--- src/rtl/traffic_light_monitor.sv ---
// traffic_light_monitor: lamp-side supervisor for the two-approach controller;
// latches the first rule violation with a cause code and drives a flashing-red override.
module traffic_light_monitor #(
    parameter int unsigned      CNT_W      = 33,
    parameter logic [CNT_W-1:0] MIN_YELLOW = CNT_W'(400),
    parameter logic [CNT_W-1:0] MAX_DWELL  = CNT_W'(0),
    parameter logic [CNT_W-1:0] FLASH_HALF = CNT_W'(50)
) (
    input  logic        clk,
    input  logic        reset,
    input  logic        enable,
    input  logic        clr_fault,
    input  logic        R_a,
    input  logic        Y_a,
    input  logic        G_a,
    input  logic        R_b,
    input  logic        Y_b,
    input  logic        G_b,
    output logic        fault,
    output logic [2:0]  fault_code,
    output logic        flash_red,
    output logic        mon_active,
    output logic [15:0] cycle_cnt
);
    typedef enum logic [1:0] {ARM, MONITOR, FAULT} state_t;
    localparam logic [2:0] LR = 3'b100, LY = 3'b010, LG = 3'b001;

    state_t           state, state_nxt;
    logic [2:0]       lamp_a, lamp_b, prev_a, prev_b, code_nxt;
    logic [CNT_W-1:0] ycnt_a, ycnt_b, dwell_cnt, dwell_nxt, flash_cnt;
    logic             onehot_a, onehot_b, legal, conflict, bad_seq, short_y, stuck, flash_wrap;

    function automatic logic is_onehot(input logic [2:0] l);
        return l == LR || l == LY || l == LG;
    endfunction

    function automatic logic seq_ok(input logic [2:0] p, input logic [2:0] c);
        return c == p || (p == LG && c == LY) || (p == LY && c == LR) || (p == LR && c == LG);
    endfunction

    function automatic logic [CNT_W-1:0] sat_inc(input logic [CNT_W-1:0] x);
        return (&x) ? x : x + CNT_W'(1);
    endfunction

    assign lamp_a     = {R_a, Y_a, G_a};
    assign lamp_b     = {R_b, Y_b, G_b};
    assign onehot_a   = is_onehot(lamp_a);
    assign onehot_b   = is_onehot(lamp_b);
    assign conflict   = !R_a && !R_b;
    assign legal      = onehot_a && onehot_b && !conflict;
    assign bad_seq    = !seq_ok(prev_a, lamp_a) || !seq_ok(prev_b, lamp_b);
    assign short_y    = (prev_a == LY && lamp_a == LR && ycnt_a < MIN_YELLOW) ||
                        (prev_b == LY && lamp_b == LR && ycnt_b < MIN_YELLOW);
    assign dwell_nxt  = (lamp_a != prev_a || lamp_b != prev_b) ? '0 : sat_inc(dwell_cnt);
    assign stuck      = MAX_DWELL != '0 && dwell_nxt >= MAX_DWELL;
    assign flash_wrap = flash_cnt == FLASH_HALF - CNT_W'(1);
    assign code_nxt   = conflict ? 3'd1 : !(onehot_a && onehot_b) ? 3'd2 : bad_seq ? 3'd3 :
                        short_y ? 3'd4 : stuck ? 3'd5 : 3'd0;
    assign fault      = state == FAULT;
    assign mon_active = state == MONITOR;

    always_ff @(posedge clk or negedge reset) begin
        if (!reset) state <= ARM;
        else        state <= state_nxt;
    end

    always_comb begin
        state_nxt = state;
        case (state)
            ARM:     state_nxt = (enable && legal) ? MONITOR : ARM;
            MONITOR: state_nxt = !enable ? ARM : (code_nxt != 3'd0) ? FAULT : MONITOR;
            FAULT:   state_nxt = clr_fault ? ARM : FAULT;
            default: state_nxt = ARM;
        endcase
    end

    always_ff @(posedge clk or negedge reset) begin
        if (!reset) begin
            prev_a     <= '0;
            prev_b     <= '0;
            ycnt_a     <= '0;
            ycnt_b     <= '0;
            dwell_cnt  <= '0;
            flash_cnt  <= '0;
            flash_red  <= 1'b0;
            fault_code <= 3'd0;
            cycle_cnt  <= 16'd0;
        end else if (state == ARM) begin
            // Preload yellow counters so entering mid-yellow cannot flag a short yellow
            if (state_nxt == MONITOR) begin
                prev_a    <= lamp_a;
                prev_b    <= lamp_b;
                dwell_cnt <= '0;
                ycnt_a    <= Y_a ? MIN_YELLOW : '0;
                ycnt_b    <= Y_b ? MIN_YELLOW : '0;
            end
        end else if (state == MONITOR) begin
            if (state_nxt == FAULT) begin
                fault_code <= code_nxt;
                flash_red  <= 1'b1;
                flash_cnt  <= '0;
            end else if (state_nxt == ARM) begin
                ycnt_a    <= '0;
                ycnt_b    <= '0;
                dwell_cnt <= '0;
            end else begin
                prev_a    <= lamp_a;
                prev_b    <= lamp_b;
                ycnt_a    <= Y_a ? sat_inc(ycnt_a) : '0;
                ycnt_b    <= Y_b ? sat_inc(ycnt_b) : '0;
                dwell_cnt <= dwell_nxt;
                if (prev_a == LR && lamp_a == LG) cycle_cnt <= cycle_cnt + 16'd1;
            end
        end else if (clr_fault) begin
            fault_code <= 3'd0;
            flash_red  <= 1'b0;
            flash_cnt  <= '0;
            ycnt_a     <= '0;
            ycnt_b     <= '0;
            dwell_cnt  <= '0;
        end else begin
            flash_red <= flash_wrap ? ~flash_red : flash_red;
            flash_cnt <= flash_wrap ? '0 : flash_cnt + CNT_W'(1);
        end
    end
endmodule

--- config.mk ---
export PLATFORM = sky130hd
export DESIGN_NAME = traffic_light_monitor
export DESIGN_NICKNAME = d
export VERILOG_FILES = /design/src/rtl/traffic_light_monitor.sv
export SDC_FILE = /design/constraint.sdc
export NUM_CORES = 1
export LEC_CHECK = 0
export BUFFER_PORTS_ARGS = -buffer_cell sky130_fd_sc_hd__buf_2
export CAP_MARGIN = 20
export CORE_MARGIN = 1
export CORE_UTILIZATION = 60
export CTS_CLUSTER_DIAMETER = 120
export CTS_CLUSTER_SIZE = 10
export DETAILED_ROUTE_END_ITERATION = 12
export PLACE_DENSITY = 0.88
export SKIP_CTS_REPAIR_TIMING = 1
export SYNTH_ARGS = -nofsm -noshare
export SYNTH_HDL_FRONTEND = slang
export SYNTH_SLANG_ARGS = --single-unit
--- constraint.sdc ---
create_clock -name clk -period 7.07 [get_ports clk]
set_clock_uncertainty 0.2 [all_clocks]
set_input_delay 0.3535 -clock clk [delete_from_list [all_inputs] [get_ports clk]]
set_output_delay 0.3535 -clock clk [all_outputs]
set_load 0.1 [all_outputs]
==> results of run 1 <==
==> critical path, delay by kind of cell, from the launching register on <==
kind | cells | cell delay (ns)
adders and majority gates | 1 | 0.24
xor gates and xnor gates | 1 | 0.12
DFF | 1 | 0.41
AOI/OAI and AO/OA | 2 | 0.85
and+or+nand+nor | 8 | 2.05
==> area by class of cell <==
| cell class | count | share of cell area (%) |
|---|---|---|
| Sequential cell | 127 | 36.0 |
| Multi-Input combinational cell | 668 | 51.3 |
| Tap cell | 172 | 2.44 |
| Clock buffer | 24 | 5.57 |
| Inverter | 24 | 1.02 |
| Timing Repair Buffer | 39 | 2.77 |
| Clock inverter | 8 | 0.922 |
==> power groups by stage <==
stage,clock network (W),logic (W),registers (W)
final,0.000844,0.000219,0.000822
after global routing,0.000883,0.000239,0.000828
after CTS,0.000851,0.000216,0.000819
after detailed placement,0,0.000213,0.000831
after global placement,0,0.000207,0.000829
after floorplan,0,0.000143,0.000847
==> registers in the layout, summed over array words and instances (netlist names) <==
register,count
ycnt_b,33
flash_red,1
flash_cnt,33
state,2
prev_a,3
fault_code,3
prev_b,3
ycnt_a,33
cycle_cnt,16
==> worst max-delay path by stage <==
stage | endpoint | from | slack [ns]
final | ycnt_a[12] | ycnt_a[12] | 3.08
after global routing | ycnt_a[12] | ycnt_a[12] | 2.77
after CTS | ycnt_a[22] | ycnt_a[12] | 3.08
after detailed placement | ycnt_a[12] | ycnt_a[12] | 3.12
after global placement | ycnt_a[12] | ycnt_a[12] | 3.25
after floorplan | ycnt_a[20] | ycnt_a[12] | 3.75
==> stage by stage <==
| step | std cells | utilization, % | instance area (sq um) | setup slack [ns] |
|---|---|---|---|---|
| 2_1_floorplan | 877 | - | 8060 | 3.75 |
| 3_3_place_gp | 1026 | 63.6 | 8190 | 3.25 |
| 3_5_place_dp | 1028 | 63.8 | 8210 | 3.12 |
| 4_1_cts | 1060 | 68.2 | 8790 | 3.08 |
| 5_1_grt | 1062 | 68.5 | 8820 | 2.77 |
| 6_report | 1062 | 68.5 | 8820 | 3.08 |
==> metal layers <==
metal	track usage [%]	vias to the layer above	part of all wire, %
met5	0	-	0
met4	11.5	0	2.7
met3	5.18	44	4.8
met2	45.1	231	48
met1	37.4	3402	44
li1	-	3337	-
==> cell families after synthesis <==
logic type,after synthesis,share of synthesized area [%]
compound gates,184,16.6
xor+xnor,26,2.83
flops,127,39.4
simple gates,412,30.4
buf+inv,82,4.61
mux,39,4.97
fa+ha+maj,7,1.09
==> cells in the final DEF (no fill, tap or decap), drive strengths merged, types with 4 or more instances in the layout <==
cell type | netlist | final
o2111ai | 10 | 10
ha | 7 | 7
nor4 | 34 | 34
nor3 | 24 | 24
o211ai | 4 | 4
nand3b | 37 | 37
a211oi | 7 | 7
clkbuf | 24 | 24
nor3b | 14 | 14
dfrtp | 127 | 127
nor4bb | 5 | 5
nand4 | 38 | 38
a31oi | 6 | 6
clkinvlp | 0 | 5
a21o | 24 | 24
xnor2 | 16 | 16
buf | 34 | 38
and4 | 11 | 11
nor4b | 4 | 4
mux2 | 8 | 8
nor2b | 5 | 5
a211o | 9 | 9
o21ai | 32 | 32
and3 | 25 | 25
xor2 | 10 | 10
nor2 | 45 | 45
or3 | 11 | 11
inv | 24 | 24
and2 | 6 | 6
o22ai | 7 | 7
mux2i | 31 | 31
o31ai | 18 | 18
a21oi | 33 | 33
a22o | 4 | 4
nand3 | 79 | 79
nand2 | 62 | 62
==> qor.yml, run 1 <==
status: "complete, no violations"
final.fill_count: 932
power_w: 0.00188
yosysTopAreaCell: "dfrtp_1"
synth_edf_count: 0
final_layout_size_suffix_gt1_share_pct: 12.8
diodes: 0
dieArea_sq_um: 13900
fmax_mhz: 251
rows: 41
cp.arrival_ns: 4.10
worstMarginPinSlew_ns: 0.952
multiInputGateArea_sq_um: 4520
max_cap_viol_count: 0
postSynthCellCount: 877
cp_slowest_cell: "a32oi_2"
r2r-start: "ycnt_a[12]"
routed_wl_mm: 18.5
hold_viol: 0
cp_common_cell: "and3_1"
fin_nets: 894
critPathCaptureType: "flop"
slowest_delay_ns: 0.72
reg2reg_slack_ns: 3.08
core_sq_um: 12900
switching_power_w: 0.000527
vias_per_cell: 6.60
whs_ns: 0.0217
p_per_area_nw_per_um2: 214
ys_seq_area_share_pct: 39.4
die_h_microns: 118
grt_usage_pct: 28.1
drt-initial-drc-count: 728
route.detailed.drc: 0
slew_headroom_pct: 35.9
synth_commonest_cells: "dfrtp_1 (127), nand3_1 (78), nand2_1 (62)"
clock_tree.root_cell: "clkbuf_16"
start_util_pct: 62.6
ys.warnings.count: 0
syn_nets: 894
grt_overflow: 0
clkTransAtPathRegs_ns: 0.06
finalSetupViolCount: 0
wire_per_inst_microns: 17.4
syn_avg_cell_area_sq_um: 9.19
intPower_w: 0.00136
vias: 7014
cp_max_fo: 16
worstPathCellList: "and3_1 -> and3_1 -> nand4_1 -> nor3_1 -> nand3_1 -> nor4_1 -> ha_1 -> a211oi_1 -> nor4b_1 -> a32oi_2 -> xnor2_1 -> and3_1"
final.setup.tns_ns: 0
whs_path_depth: 2
hp-class: "in2reg"
synth.most_common_cell: "dfrtp_1"
rsz0062_at_grt: "no"
cp.required_ns: 7.18
area_delta_synth_final_pct: 9.52
grt_pass1_wl_mm: 32.0
place.gp.congestion: 0.828
rr_endpoint: "ycnt_a[12]"
combPwrFrac_pct: 11.6
p_seq_share_pct: 43.6
peakVddDrop_uv: 181
cts_inserted_buffers: 17
worstHoldStart: "clr_fault"
io_buffer_count: 31
firstDrtPassIters: 5
critPathLaunchType: "flop"
period_share_pct: 56.4
clock-sinks: 127
grt_pass1_vias: 6657
clk_latency_ns: 0.42
synth-main-ff-cell: "dfrtp_1"
holdPathEnd: "state[1]"
clock_power_share_pct: 44.8
area.sequential_sq_um: 3180
cts_tree: "built"
grt_antenna_before_repair: 0
rr_worst_depth: 12
synth_area_leaders: "dfrtp_1 (39%), nand3_1 (4.8%), mux2i_1 (3.9%)"
path_class: "reg2reg"
leakagePower_nw: 3.91
die_w_microns: 118
finalCriticalPeriod_ns: 3.99
ios: 32
h-tree-depth: 4
maxSlewViolCount: 0
synth_area_sq_um: 8060
synthArstFlopShare_pct: 100
ys_types: 81
p_sw_share_pct: 27.9
hpwlAfterDp_mm: 11.6
drtAntennaViolNets: 0
synth-seq-cells: 127
grt_max_degree: 122
netlist.area_leader.share_pct: 39.4
clockBufferDepth: 2
No activity file was read; power rests on OpenSTA's default activity.
==> inputs of run 2 (changes only) <==
- CORE_UTILIZATION: 60 -> 57
- PLACE_DENSITY: 0.88 -> 0.87
- clock period: 7.07 -> 3.4 ns (I/O delays scaled with it)
==> run 2 against run 1 <==
  * The run now ends with negative hold slack left
  * Clock power rose by 120%
  * Worst setup slack got worse by 2.9 ns
  * Register-to-register slack got worse by 2.9 ns
  * Total power rose by 110%
  * Largest power group unchanged
  * Sequential share of layout area fell by 1.2 points
  * Routed wire length rose by 5.5%
  * Combinational power rose by 130%
  * Clock-buffer cell count fell by 4
  * Fmax rose by 23%
  * Sequential power rose by 110%
  * Via count rose by 2.6%
  * Critical path type unchanged
  * Die area rose by 5.2%
==> qor.yml, run 2 (same netlist as run 1, synthesis figures left out) <==
cts_inserted_buffers: 17
whs_ns: -0.0392
fmax_mhz: 307
layout_commonest_cell: "dfrtp_1"
peakVddDrop_uv: 374
critPathLaunchType: "flop"
clock-sinks: 127
routed_wl_mm: 19.5
power_w: 0.00403
cp_max_fo: 16
clockBufferDepth: 2
grt_pass1_vias: 6713
slew_headroom_pct: 60.4
clock_tree.root_cell: "clkbuf_16"
p_per_area_nw_per_um2: 442
maxSlewViolCount: 0
diodes: 0
final_layout_size_suffix_gt1_share_pct: 15.8
finalSetupViolCount: 0
leakagePower_nw: 4.08
finalCriticalPeriod_ns: 3.25
clk_latency_ns: 0.43
route.detailed.drc: 0
start_util_pct: 58.3
vias: 7195
die_w_microns: 121
grt_pass1_wl_mm: 32.3
dieArea_sq_um: 14600
hpwlAfterDp_mm: 12.5
max_cap_viol_count: 0
critPathCaptureType: "flop"
die_h_microns: 121
place.gp.congestion: 0.839
hold_viol: 2
failed_checks: "negative hold slack"
hp-class: "in2reg"
area.sequential_sq_um: 3180
p_seq_share_pct: 42.1
intPower_w: 0.00290
firstDrtPassIters: 5
final.fill_count: 1025
top_regs: "flash_cnt x33, ycnt_a x33, ycnt_b x33"
io_buffer_count: 31
rows: 43
worstMarginPinSlew_ns: 0.593
path_class: "reg2reg"
p_sw_share_pct: 28.1
wire_per_inst_microns: 17.8
switching_power_w: 0.00114
drtAntennaViolNets: 0
core_sq_um: 13800
clock_power_share_pct: 45.5
combPwrFrac_pct: 12.4
cp.arrival_ns: 3.36
cts_tree: "built"
multiInputGateArea_sq_um: 4550
status: "finished with violations"
grt_antenna_before_repair: 0
h-tree-depth: 4
grt_max_degree: 69
final_util_pct: 66.0
area_delta_synth_final_pct: 13.4
ios: 32
cp.required_ns: 3.51
clkTransAtPathRegs_ns: 0.06
mostFrequentLayoutCells: "dfrtp_1 (127), nand3_1 (78), nand2_1 (61), nor2_1 (41), nand3b_1 (37)"
grt_overflow: 0
vias_per_cell: 6.55
period_share_pct: 95.7
grt_usage_pct: 27.4
drt-initial-drc-count: 626
fin_nets: 922
run 2: cell count changes in the layout (fill, tap and decap cells not counted), sizes merged, moves of 3 or more:
cell,previous run,this run
buf,38,62
dlygate4sd3,1,5
inv,24,27
clkbuf,24,20
run 2: power groups by stage:
stage	sequential [W]	combinational (W)	clock (W)
2_1_floorplan	0.00176	0.000297	0
3_3_place_gp	0.00170	0.000473	0
3_5_place_dp	0.00171	0.000488	0
4_1_cts	0.00169	0.000491	0.00185
5_1_grt	0.00170	0.000543	0.00192
6_report	0.00170	0.000501	0.00184
run 2: metrics by stage:
step                instances  area [sq um]  worst slack [ns]  hold slack, ns  TNS [ns]
floorplan                 877          8060            0.0765          -0.326         0
detailed placement       1059          8440            0.0480         -0.0364         0
finish                   1098          9130             0.146         -0.0392         0
CTS                      1091          9040            0.0255          -0.483         0
global placement         1059          8440            0.0857         -0.0452         0
global route             1098          9130           -0.0534       -0.000203    -0.206
run 2: worst max-delay path, stage by stage, from the launching register on:
cell and delay, ns:
dfrtp_1 0.41, and3_1 0.22, and3_1 0.23, nand4_1 0.16
nor3_2 0.24, nand3_1 0.14, nor4_1 0.29, ha_1 0.23
a211oi_1 0.11, nor4b_2 0.20, a32oi_2 0.23, buf_6 0.21
xnor2_1 0.08, and3_1 0.19
run 2: area by class of cell:
cell class	instances	share of cell area (%)
inverter	24	0.986
clock inverter	12	1.44
timing repair buffer	67	5.41
tap	180	2.47
sequential	127	34.8
clock buffer	20	5.11
multi-input combinational	668	49.8
run 2: routing by layer:
layer	part of all wire, %	vias to the layer above	global-route usage, %
met4	2.6	0	11.7
met5	0	-	0
met1	44	3503	34.8
met2	49	239	45.5
li1	-	3404	-
met3	5.0	49	5.26
run 2: path summary, 6_finish.rpt:
check                               from            end  slack, ns  depth (start not counted)
max in group asynchronous          reset  flash_cnt[24]       2.21                          3
hold reg to reg            cycle_cnt[15]  cycle_cnt[15]       0.28                          1
min in group asynchronous          reset      ycnt_b[3]       0.04                          2
hold / removal                       R_a  fault_code[1]      -0.04                          3
setup / recovery              ycnt_a[12]     ycnt_a[12]       0.15                         13
setup reg to reg              ycnt_a[12]     ycnt_a[12]       0.15                         13
